## config.mk

```make
export PLATFORM = sky130hd
export DESIGN_NAME = alu_32_bit
export DESIGN_NICKNAME = d
export VERILOG_FILES = /design/src/rtl/alu_32_bit.sv
export SDC_FILE = /design/constraint.sdc
export NUM_CORES = 1
export LEC_CHECK = 0
export BUFFER_PORTS_ARGS = -buffer_cell sky130_fd_sc_hd__clkbuf_2
export CORE_ASPECT_RATIO = 0.8
export CORE_MARGIN = 2
export CORE_UTILIZATION = 59
export DETAILED_ROUTE_END_ITERATION = 6
export PLACE_DENSITY = 0.91
export SYNTH_ARGS = -nofsm -noshare
export SYNTH_HDL_FRONTEND = slang
export SYNTH_SLANG_ARGS = --single-unit
export TNS_END_PERCENT = 20
```

## constraint.sdc

```tcl
create_clock -name clk -period 1.2 [get_ports clk]
set_input_delay 0.06 -clock clk [delete_from_list [all_inputs] [get_ports clk]]
set_output_delay 0.06 -clock clk [all_outputs]
set_load 0.05 [all_outputs]
```

## src/rtl/alu_32_bit.sv

```systemverilog
// Registered MIPS execute-stage ALU (AND/OR/ADD/SUB/SLT/NOR) with zero flag.
// Latency 1 cycle, captures every edge; no backpressure, no enable.
module alu_32_bit #(
    parameter int WIDTH = 32
) (
    input  logic             clk,
    input  logic             rst_n,
    input  logic [3:0]       alu_code,
    input  logic [WIDTH-1:0] a,
    input  logic [WIDTH-1:0] b,
    output logic [WIDTH-1:0] result,
    output logic             zero
);

    localparam logic [3:0] OP_AND = 4'b0000;
    localparam logic [3:0] OP_OR  = 4'b0001;
    localparam logic [3:0] OP_ADD = 4'b0010;
    localparam logic [3:0] OP_SUB = 4'b0110;
    localparam logic [3:0] OP_SLT = 4'b0111;
    localparam logic [3:0] OP_NOR = 4'b1100;

    logic             sub_mode;
    logic [WIDTH-1:0] b_eff;
    logic [WIDTH-1:0] sum;
    logic             ovf;
    logic             less;
    logic [WIDTH-1:0] result_next;

    // One shared adder: subtraction is a + ~b + 1, also used by SLT.
    assign sub_mode = (alu_code == OP_SUB) || (alu_code == OP_SLT);
    assign b_eff    = sub_mode ? ~b : b;
    assign sum      = a + b_eff + {{(WIDTH-1){1'b0}}, sub_mode};

    // Signed less-than stays correct when a - b overflows.
    assign ovf  = (a[WIDTH-1] == b_eff[WIDTH-1]) && (sum[WIDTH-1] != a[WIDTH-1]);
    assign less = sum[WIDTH-1] ^ ovf;

    always_comb begin
        result_next = '0;
        case (alu_code)
            OP_AND:  result_next = a & b;
            OP_OR:   result_next = a | b;
            OP_ADD:  result_next = sum;
            OP_SUB:  result_next = sum;
            OP_SLT:  result_next = {{(WIDTH-1){1'b0}}, less};
            OP_NOR:  result_next = ~(a | b);
            default: result_next = '0;
        endcase
    end

    always_ff @(posedge clk or negedge rst_n) begin
        if (!rst_n) begin
            result <= '0;
            zero   <= 1'b1;
        end else begin
            result <= result_next;
            zero   <= (result_next == '0);
        end
    end

endmodule

```

==> results by group, run 1 <==
Placement
  • Final GP Congestion: 1.18
  • Dpl hpwl: 16100 um
  • I/O Buffers: 102
  • Post-Place Setup Slack: -2.99 ns

Status
  • Status: did not finish
  • Halt Stage: clock tree synthesis (4_1_cts)
  • Error msg: [ERROR DPL-0038] Utilization greater than 100%, impossible to legalize

Clock network
  • Htree depth: 2
  • Clock tree sinks: 33
  • Clk buf depth: 2
  • Num CTS Buffers: 5
  • Hold Buf Count CTS: 1
  • Post-CTS setup buffers: 13
  • Post-CTS Resized: 98
  • Root buffer cell: clkbuf_8

Floorplan
  • Chip Height: 77.8 um
  • Initial Utilization: 62.0%
  • Row cnt: 26
  • Die W: 96.2 um
  • I/O pins: 103

Synth
  • Yosys top cell by area: dfrtp_1
  • Flops & latches, synth: 33
  • Mapped Area: 4020 um2
  • Most frequent cell after synthesis: a21oi_1
  • Share of flip-flops with an asynchronous set or reset: 100%
  • Cells after synthesis: 497
  • Net Count, Synth: 605
  • Synth top area cells: dfrtp_1, ha_1, xnor2_1
  • Post-Syn Area per Cell: 8.08 um2
  • Ys flop type: dfrtp_1
  • Post-synth EDFFs: 0
  • Yosys cell types: 66
  • Most frequent cells after synthesis: a21oi_1, xnor2_1, nor3_1
  • Synth top area share: 19.9%
  • Sequential element share of the synthesized area: 20.6%
  • Yosys Warn Count: 0
-- metrics by stage --
step / std cells / TNS (ns) / area, um2
2_1_floorplan: 497 / -37.21 / 4120
3_3_place_gp: 856 / -50.58 / 6080
3_5_place_dp: 856 / -60.71 / 6080
-- cells by family after synthesis --
logic type | synth area share, %
AO/OA/AOI/OAI | 24.8
AND/OR/NAND/NOR | 19.8
adder cells (fa/ha/maj) | 19.5
XOR/XNOR | 11.6
buffers and inverters | 3.49
flip-flops | 20.6
multiplexers | 0.249
==> run 2: changes to the inputs <==
--- a/config.mk
+++ b/config.mk
@@ -6,11 +6,10 @@
 export NUM_CORES = 1
 export LEC_CHECK = 0
 export BUFFER_PORTS_ARGS = -buffer_cell sky130_fd_sc_hd__clkbuf_2
-export CORE_ASPECT_RATIO = 0.8
 export CORE_MARGIN = 2
-export CORE_UTILIZATION = 59
+export CORE_UTILIZATION = 40
 export DETAILED_ROUTE_END_ITERATION = 6
-export PLACE_DENSITY = 0.91
+export PLACE_DENSITY_LB_ADDON = 0.15
 export SYNTH_ARGS = -nofsm -noshare
 export SYNTH_HDL_FRONTEND = slang
 export SYNTH_SLANG_ARGS = --single-unit
==> run 2 against run 1 <==
Compared with the run above:
- the flow now finishes, with violations (setup timing)
- synthesized cell count unchanged
- area after synthesis unchanged
==> results by group, run 2 <==
Status
  • Status: complete, but fails checks
  • Failing checks: setup timing

Synth
  • Mapped Area: 4020 um2
  • Net Count, Synth: 605
  • Flops & latches, synth: 33
  • Yosys cell types: 66
  • Ys flop type: dfrtp_1
  • Most frequent cell after synthesis: a21oi_1
  • Synth top area cells: dfrtp_1, ha_1, xnor2_1
  • Cells after synthesis: 497
  • Yosys Warn Count: 0
  • Yosys top cell by area: dfrtp_1
  • Post-Syn Area per Cell: 8.08 um2
  • Post-synth EDFFs: 0
  • Sequential element share of the synthesized area: 20.6%
  • Share of flip-flops with an asynchronous set or reset: 100%
  • Synth top area share: 19.9%
  • Most frequent cells after synthesis: a21oi_1, xnor2_1, nor3_1

Cells and area
  • # fillers: 831
  • Leading cell type in the layout, fill and taps excluded: buf_4
  • Number of flip-flops in the largest register: 32
  • Top Registers: result x32, zero x1
  • Layout area overhead: 73.6%
  • Diodes inserted: 0
  • Largest reg by FF count: result
  • Layout cells sized above 1: 52.3%
  • Final Net Count: 922
  • Commonest non-fill, non-tap cells in the layout: buf_4, clkbuf_2, a21oi_1

Routing
  • M1 WL: 7500 um
  • Met2 routed WL: 7620 um
  • DR DRC count: 0
  • Iter 0 DRT Violations: 306
  • DRT Wirelength: 16100 um
  • Wire length on met3: 750 um
  • Total number of vias: 5142
  • Final antenna-violating net count: 0
  • Drt pass-1 iters: 5
  • Top layer in use: met4
  • Vias per cell: 5.42
  • Avg WL per Cell: 17.0 um

Worst setup path
  • Critical path capture point: zero
  • Setup crit start: alu_code[3]
  • CP required: 1.43 ns
  • Worst setup SP type: primary input
  • Crit end category: register
  • Worst Setup Path Type: primary input to register
  • CP arrival: 3.58 ns
  • Worst-path maximum fanout: 8

GRT
  • First-pass GRT wire length: 25200 um
  • Grt total ovfl: 0
  • Largest net degree at the start of global routing: 34
  • Vias in the first global route: 5152
  • Overall routing resource usage: 28.6%
  • Antenna violations before repair: 0

Floorplan
  • Initial Utilization: 41.1%
  • Die W: 104 um
  • Die area: 10900 um2
  • Chip Height: 104 um
  • I/O pins: 103
  • Row cnt: 36
  • Core area: 9770 um2

Clock network
  • Clock tree sinks: 33
  • Clk buf depth: 2
  • CTS tree: yes
  • Root buffer cell: clkbuf_8
  • Num CTS Buffers: 5
  • Htree depth: 2
  • Clk pin slew, worst setup/hold paths: 0.07 ns

Power
  • Pwr dens: 882 nW/um2
  • Power, Total: 0.00615 W
  • VDD IR-drop max: 0.598 mV
  • LEAKAGE: 3.33 nW

Min path
  • Hold/Removal Path Class: primary input to register
  • Hold Startpoint: b[25]

STA
  • # setup viols final: 33
  • Worst-Margin Slew: 0.474 ns
  • Final Hold Vio Count: 0
  • RSZ-0062 raised after global routing: yes
  • Setup ws final: -2.15 ns
  • F_max: 298 MHz
  • Slew Viols, Final: 0
  • Relative slew slack: 68.0%
  • Fin crit share: 279%
  • Setup TNS: -39.82 ns
  • Crit path time final: 3.35 ns

Placement
  • Dpl hpwl: 12600 um
  • I/O Buffers: 102
  • Final GP Congestion: 0.928

Run
  • Max-cap violations: 0
-- run 2: cell counts after synthesis --
Identical to the previous run, type by type.
-- run 2: per-layer routing --
layer | vias to the layer above | GRT usage, %
li1 | 2511 | -
met1 | 2463 | 40.2
met2 | 152 | 47.5
met3 | 16 | 2.76
met4 | 0 | 6.37
met5 | - | 0
-- run 2: worst min path at each step --
stage                  to  depth (start not counted)
2_1_floorplan   result[0]                          0
3_3_place_gp    result[7]                          2
3_5_place_dp    result[7]                          2
4_1_cts        result[25]                          4
5_1_grt        result[25]                          4
6_report       result[25]                          4
-- run 2: stage by stage --
stage | instance area [um2] | setup slack (ns) | cells | utilization, % | hold WS (ns)
2_1_floorplan | 4120 | -2.18 | 497 | - | -0.236
3_3_place_gp | 6310 | -2.77 | 926 | 64.6 | 0.120
3_5_place_dp | 6310 | -2.84 | 926 | 64.6 | 0.133
4_1_cts | 6610 | -2.19 | 938 | 67.7 | 0.203
5_1_grt | 6970 | -2.38 | 948 | 71.3 | 0.239
6_report | 6970 | -2.15 | 948 | 71.3 | 0.216
-- run 2: layout make-up --
class | instances | area [um2] | share of cell area [%]
Timing Repair Buffer | 333 | 2300 | 33.0
Tap cell | 133 | 166 | 2.39
Clock buffer | 6 | 72.6 | 1.04
Inverter | 10 | 37.5 | 0.539
Clock inverter | 2 | 10.0 | 0.144
Sequential cell | 33 | 827 | 11.9
Multi-Input combinational cell | 431 | 3560 | 51.0
-- run 2: power breakdown --
part | internal (W) | switching [W] | total (W)
Combinational | 0.00190 | 0.00213 | 0.00403
Sequential | 0.00121 | 0.0000281 | 0.00124
Clock | 0.000403 | 0.000481 | 0.000884
-- run 2: critical path: stages --
cell and delay (ns):
buf_6 0.09, nand3b_1 0.25, buf_6 0.22, buf_12 0.14, xnor2_1 0.12, ha_1 0.35
buf_4 0.17, nand2_1 0.11, o21ai_2 0.08, a21oi_1 0.18, nand2_2 0.16, a41oi_2 0.25
xor2_1 0.24, o21ai_1 0.13, or4_1 0.56, nor4_4 0.20, nand4b_1 0.15, nor3_2 0.12
-- run 2: kinds of logic after synthesis --
logic type      after synthesis  synth area share [%]
buf+inv                      33                  3.49
mux                           1                 0.249
simple gates                152                  19.8
compound gates              157                  24.8
fa+ha+maj                    68                  19.5
flops                        33                  20.6
xor+xnor                     53                  11.6
-- run 2: what timing repair did --
| item | 4_1_cts | 5_1_grt |
|---|---|---|
| pin swaps | 16 | 28 |
| buffers inserted | 4 | 11 |
| hold buffers | 1 | 0 |
| resized for setup | 54 | 50 |
| endpoints found under the setup margin | 33 | 33 |
| endpoints found under the hold margin | 32 | 0 |
No activity file was read; power rests on OpenSTA's default activity.
